**config.mk**
```make
export PLATFORM = sky130hd
export DESIGN_NAME = trail_iir_core_flat
export DESIGN_NICKNAME = d
export VERILOG_FILES = /design/src/rtl/trail_iir_if.sv /design/src/rtl/trail_iir_core.sv /design/src/flat_wrapper.sv
export SDC_FILE = /design/constraint.sdc
export NUM_CORES = 1
export LEC_CHECK = 0
export BUFFER_PORTS_ARGS = -buffer_cell sky130_fd_sc_hd__buf_2
export CORE_MARGIN = 2
export CORE_UTILIZATION = 35
export CTS_BUF_LIST = sky130_fd_sc_hd__clkbuf_4
export DETAILED_ROUTE_END_ITERATION = 8
export GPL_TIMING_DRIVEN = 0
export MAX_ROUTING_LAYER = met4
export PLACE_DENSITY = 0.49
export SYNTH_ARGS = -nofsm -noshare
export SYNTH_HDL_FRONTEND = slang
export SYNTH_SLANG_ARGS = --single-unit
```
**constraint.sdc**
```tcl
create_clock -name clk_in -period 5.15 [get_ports clk_in]
set_clock_uncertainty 0.15 [all_clocks]
set_input_delay 1.03 -clock clk_in [delete_from_list [all_inputs] [get_ports clk_in]]
set_output_delay 1.03 -clock clk_in [all_outputs]
set_load 0.05 [all_outputs]
```
**src/rtl/trail_iir_if.sv**
```systemverilog
`default_nettype none
// ============================================================================
//  Module      : trail_iir_if
//  Description : Pixel stream bundle for the glow-trail IIR blender. The
//                master side supplies history/camera pixels, the slave side
//                returns the updated trail pixel.
//  Revision    : 1.0 - initial release
// ============================================================================
interface trail_iir_if;
  logic        valid_in;
  logic [23:0] history_in;
  logic [23:0] camera_in;
  logic [23:0] update_out;
  logic        valid_out;

  // Pixel source / result sink (frame-buffer read port and display side)
  modport master (
    output valid_in,
    output history_in,
    output camera_in,
    input  update_out,
    input  valid_out
  );

  // Blender core
  modport slave (
    input  valid_in,
    input  history_in,
    input  camera_in,
    output update_out,
    output valid_out
  );
endinterface : trail_iir_if
`default_nettype wire

```
**src/rtl/trail_iir_core.sv**
```systemverilog
`default_nettype none
// ============================================================================
//  Module      : trail_iir_core
//  Description : Per-pixel RGB IIR blender. Each channel computes
//                u = min(255, (h*DECAY + c*GAIN) >> 8) in a three-stage
//                pipeline (products, sums, shift+saturate). One pixel per
//                clock, no backpressure, latency of two edges after sampling.
//  Revision    : 1.0 - initial release
// ============================================================================
module trail_iir_core #(
  parameter logic [8:0] DECAY = 9'd224,  // history weight, numerator over 256
  parameter logic [8:0] GAIN  = 9'd32    // camera weight, numerator over 256
) (
  input  logic       clk_in,
  input  logic       rst_in,             // asynchronous, active-low
  trail_iir_if.slave bus
);

  localparam int unsigned c_NCH = 3;

  // Valid bits travel alongside the data: [0] products, [1] sums, [2] output.
  logic [2:0]  r_vld;
  logic [23:0] w_update;

  // Valid shift register; the only control state, so it alone carries reset.
  always_ff @(posedge clk_in or negedge rst_in) begin
    if (!rst_in) begin
      r_vld <= 3'b000;
    end else begin
      r_vld <= {r_vld[1:0], bus.valid_in};
    end
  end

  generate
    for (genvar ch = 0; ch < c_NCH; ch++) begin : g_ch
      logic [7:0]  w_h;
      logic [7:0]  w_c;
      logic [16:0] w_prod_h;
      logic [16:0] w_prod_c;
      logic [16:0] r_prod_h;
      logic [16:0] r_prod_c;
      logic [17:0] r_sum;
      logic [9:0]  w_shift;
      logic [7:0]  w_sat;
      logic [7:0]  r_out;

      assign w_h = bus.history_in[ch*8 +: 8];
      assign w_c = bus.camera_in[ch*8 +: 8];

      // 8x9 products fit in 17 bits (255*256 = 65280)
      assign w_prod_h = 17'(w_h) * 17'(DECAY);
      assign w_prod_c = 17'(w_c) * 17'(GAIN);

      // Stage 1: capture products; idle cycles leave the registers untouched
      // so garbage on the inputs never enters the datapath.
      always_ff @(posedge clk_in) begin
        if (bus.valid_in) begin
          r_prod_h <= w_prod_h;
          r_prod_c <= w_prod_c;
        end
      end

      // Stage 2: 18-bit sum so the worst case (2*65280) cannot wrap
      always_ff @(posedge clk_in) begin
        if (r_vld[0]) begin
          r_sum <= {1'b0, r_prod_h} + {1'b0, r_prod_c};
        end
      end

      // Truncating divide by 256, then clamp anything above 255
      assign w_shift = r_sum[17:8];
      assign w_sat   = (|w_shift[9:8]) ? 8'hFF : w_shift[7:0];

      // Stage 3: output register; cleared by reset, holds while idle
      always_ff @(posedge clk_in or negedge rst_in) begin
        if (!rst_in) begin
          r_out <= 8'h00;
        end else if (r_vld[1]) begin
          r_out <= w_sat;
        end
      end

      assign w_update[ch*8 +: 8] = r_out;
    end : g_ch
  endgenerate

  assign bus.update_out = w_update;
  assign bus.valid_out  = r_vld[2];

endmodule : trail_iir_core
`default_nettype wire

```
**src/flat_wrapper.sv**
```systemverilog
// flat-port wrapper written by rule: the top's interface ports become plain ports
module trail_iir_core_flat 
#(
  parameter logic [8:0] DECAY = 9'd224,                                       
  parameter logic [8:0] GAIN  = 9'd32                                        
)
  (clk_in, rst_in, bus_valid_in, bus_history_in, bus_camera_in, bus_update_out, bus_valid_out);
  trail_iir_if bus_i ();
  input  logic clk_in;
  input  logic rst_in;
  input wire logic [$bits(bus_i.valid_in)-1:0] bus_valid_in;
  input wire logic [$bits(bus_i.history_in)-1:0] bus_history_in;
  input wire logic [$bits(bus_i.camera_in)-1:0] bus_camera_in;
  output wire logic [$bits(bus_i.update_out)-1:0] bus_update_out;
  output wire logic [$bits(bus_i.valid_out)-1:0] bus_valid_out;
  assign bus_i.valid_in = bus_valid_in;
  assign bus_i.history_in = bus_history_in;
  assign bus_i.camera_in = bus_camera_in;
  assign bus_update_out = bus_i.update_out;
  assign bus_valid_out = bus_i.valid_out;
  trail_iir_core #(.DECAY(DECAY), .GAIN(GAIN)) u_core (.clk_in(clk_in), .rst_in(rst_in), .bus(bus_i));
endmodule
```
==> results.md <==
- Result of the run: finished, final reports clean
- Most common cell type on the critical path: fa_1
- Biggest area consumer among synthesized cells: edfxtp_1
- 1st-iter DRT viols: approximately 190
- Share of layout cells above drive strength 1: approximately 18%
- Final setup violating endpoints: 0
- Clock buffer count from CTS: 9
- Core ar.: around 16000 sq um
- Floorplan die width: around 130 um
- Flip-flop and latch count after synthesis: between 100 and 150
- Top area cells in the synthesized netlist: edfxtp_1 43%, dfrtp_1 12%, ha_1 11%, fa_1 8.3%, nor2_1 4.4%
- Vias in the first global route: 3587
- # fillers: between 1500 and 2000
- CTS resizes: 0
- Maximum buffer depth of the clock tree: 2
- Most frequent cell after synthesis: edfxtp_1
- Buffers inserted by post-CTS timing repair: 0
- Wirelength, routed: 9.92 mm
- Routability congestion estimate from global placement: 0.784
- Cell at the root of the clock tree: clkbuf_4
- Clock latency on the worst-skew pair: ~0.48 ns
- # clock sinks: approximately 110
- TritonRoute pass-1 iters: 4
- Die Outline Area: 17600 sq um
- Cell area after technology mapping: roughly 5800 sq um
- First element of the critical path: bus_history_in[8]
- Vias: between 3000 and 4000
- Post-route antenna net violation count: 0
- Largest net degree at the start of global routing: 59
- Worst vdd rail ir drop: around 130 uV
- Unrepaired setup endpoints after global routing: false
- Share of flip-flops with an asynchronous set or reset: 24.3%
- Total area of multi-input combinational cells: roughly 2500 sq um
- Post-synth top cells: 84 x edfxtp_1, 68 x nor2_1, 51 x ha_1
- Beginning of the worst hold path: u_core.r_vld[1]
- Number of enable-type register cells in the synthesized netlist: 84
- Drt drc: 0
- Crit path required time: 5.23 ns
- Power density relative to cell area: roughly 380 nW/um^2
- Clock-pin slew reported for the worst setup and hold paths after clock tree synthesis: around 0.16 ns
- Overall track demand over capacity in global routing: roughly 12%
- Crit path max-delay cell type: fa_1
- Share of Yosys cell area claimed by the top area cell type: 43.5%
- Critical path start-end classification: primary input to register
- Count of H-tree levels built during CTS: 3
- Core Rows: 47
- Cell count after synthesis: between 400 and 500
- Number of pins with negative max-slew slack in the final report: 0
- Hold-critical path endpoint: u_core.r_vld[2]
- Hold violation count in the final report: 0
- Post-CTS Hold Fix Bufs: 0
- Synthesis warning total: 0
- Slew of the pin with the lowest slew margin: between 1 and 1.5 ns
- Syn-to-layout area delta: 13.3%
- Kind of capture point of the worst setup path: register
- Worst Path Arrival: about 3.2 ns
- Net count after synthesis: between 500 and 600
- Hold_ws: 0.293 ns
- Hold depth: 0
- Via-per-instance ratio: around 4.7
- Total negative setup slack: 0 ns
- Sequence of cells on the critical path: buf_2 -> fa_1 -> ha_1 -> fa_1 -> a21o_1 -> a21oi_1 -> o21ai_0 -> nor4_1 -> nor3_1
- Worst-case register-to-register setup slack: approximately 3.0 ns
- Dominant register cell in the synthesized netlist: edfxtp_1
- Congestion Overflow GR: 0
- Average wire per cell in the routed design: approximately 13 um
- Static power due to leakage: between 2 and 3 nW
- Number of distinct standard cells referenced by the synthesized netlist: 44
- Placed cell area: 6450 sq um
- Global-route wire length before repair: around 17 mm
- HPWL after DPL: around 7.6 mm
- Cell area after layout: about 6600 sq um
- Hold WC Path Type: register to register
- Nature of the critical path startpoint: primary input
- Max Cap Viol: 0
- Origin of the critical flop-to-flop path: u_core.g_ch[2].r_prod_c[11]
- Worst reg2reg path endpoint: u_core.g_ch[2].r_sum[16]
- Number of antenna violations at the first check in global routing: 1
- Flip-flop and latch area: ~3200 sq um
- Sequential-to-total area share from yosys stat: a little under three fifths
- Biggest fanout along the worst timing path: 3
- CTS tree: done
- Count of buffers inserted at the top-level ports: between 70 and 80
- Final period util: approximately 60%
- Largest stage delay on the critical path: 0.47 ns
- Die H: 133 um
- Final layout net count: approximately 660
- Initial core utilization: about 35%
- Slew headroom: between 20 and 25%
- Min cycle time layout: around 3.1 ns
- FMAX: 322 MHz
- IO Pins: 76
- Synth Area per Inst: around 13 sq um
- Reg2Reg Depth: 6
==> critical path: cells and delay by family <==
kind	cells	cell delay [ns]
adders and majority gates	3	1.11
and+or+nand+nor	2	0.34
buffers and inverters	1	0.12
AOI/OAI and AO/OA	3	0.58
==> layer usage <==
layer	global-route usage [%]	routed length [um]
met1	16.0	4750
met2	19.3	4660
met3	3.52	392
met4	3.23	112
met5	-	0
==> cell type report <==
class                   instances  area share [%]
flip-flops and latches        111            48.7
multi-input cells             313            38.3
repair buffers                 75            5.75
well taps                     220            4.19
clock buffers                   9            1.03
inverters                      15           0.857
clock inverters                 7           0.724
plain buffers                   8           0.457
diodes                          1          0.0381
==> kinds of logic after synthesis <==
group / count (synthesis) / synth area share (%)
xor gates and xnor gates: 38 / 5.74
adders and majority gates: 75 / 19.3
buffers and inverters: 23 / 1.49
AOI/OAI and AO/OA: 85 / 9.45
and+or+nand+nor: 115 / 8.91
DFF: 111 / 55.1
==> metrics by stage <==
stage               setup slack, ns  std cells  util, %  power, mW
floorplan                      1.87        447        -       1.92
global placement               1.58        742     39.3       2.12
detailed placement             1.58        742     39.3       2.14
CTS                            2.12        758     40.0       2.53
global route                   1.94        759     40.1       2.68
finish                         2.05        759     40.1       2.49
==> where the power goes <==
group / switching (mW) / internal, mW / leakage [nW]
logic: 0.507 / 0.326 / 1.50
clock network: 0.286 / 0.100 / 0.0619
registers: 0.0718 / 1.20 / 1.10
total: 0.865 / 1.63 / 2.66
==> sequential cells by signal, summed over array words and instances (netlist names) <==
| name | count |
|---|---|
| u_core.g_ch.r_out | 24 |
| u_core.g_ch.r_prod_c | 24 |
| u_core.g_ch.r_prod_h | 33 |
| u_core.g_ch.r_sum | 27 |
| u_core.r_vld | 3 |
==> cells in the final DEF (no fill, tap or decap), types with 4 or more instances in the layout <==
cell type / count
a21o_1: 9
a21oi_1: 40
and3_1: 5
buf_2: 74
clkbuf_1: 8
clkbuf_4: 9
dfrtp_1: 27
edfxtp_1: 84
fa_1: 24
ha_1: 51
inv_1: 15
nand2_1: 9
nand3_1: 7
nor2_1: 68
nor3_1: 8
o211ai_1: 4
o21ai_0: 6
xnor2_1: 22
xor2_1: 16
==> worst max path at each step <==
stage | end | cells past startpoint
after CTS | u_core.g_ch[1].r_prod_h[15] | 9
after global placement | u_core.g_ch[0].r_prod_h[15] | 9
final | u_core.g_ch[1].r_prod_h[15] | 9
after detailed placement | u_core.g_ch[1].r_prod_h[15] | 9
after global routing | u_core.g_ch[0].r_prod_h[13] | 9
after floorplan | u_core.g_ch[0].r_prod_h[13] | 8
Note: power is estimated with default switching activity, not from simulation.
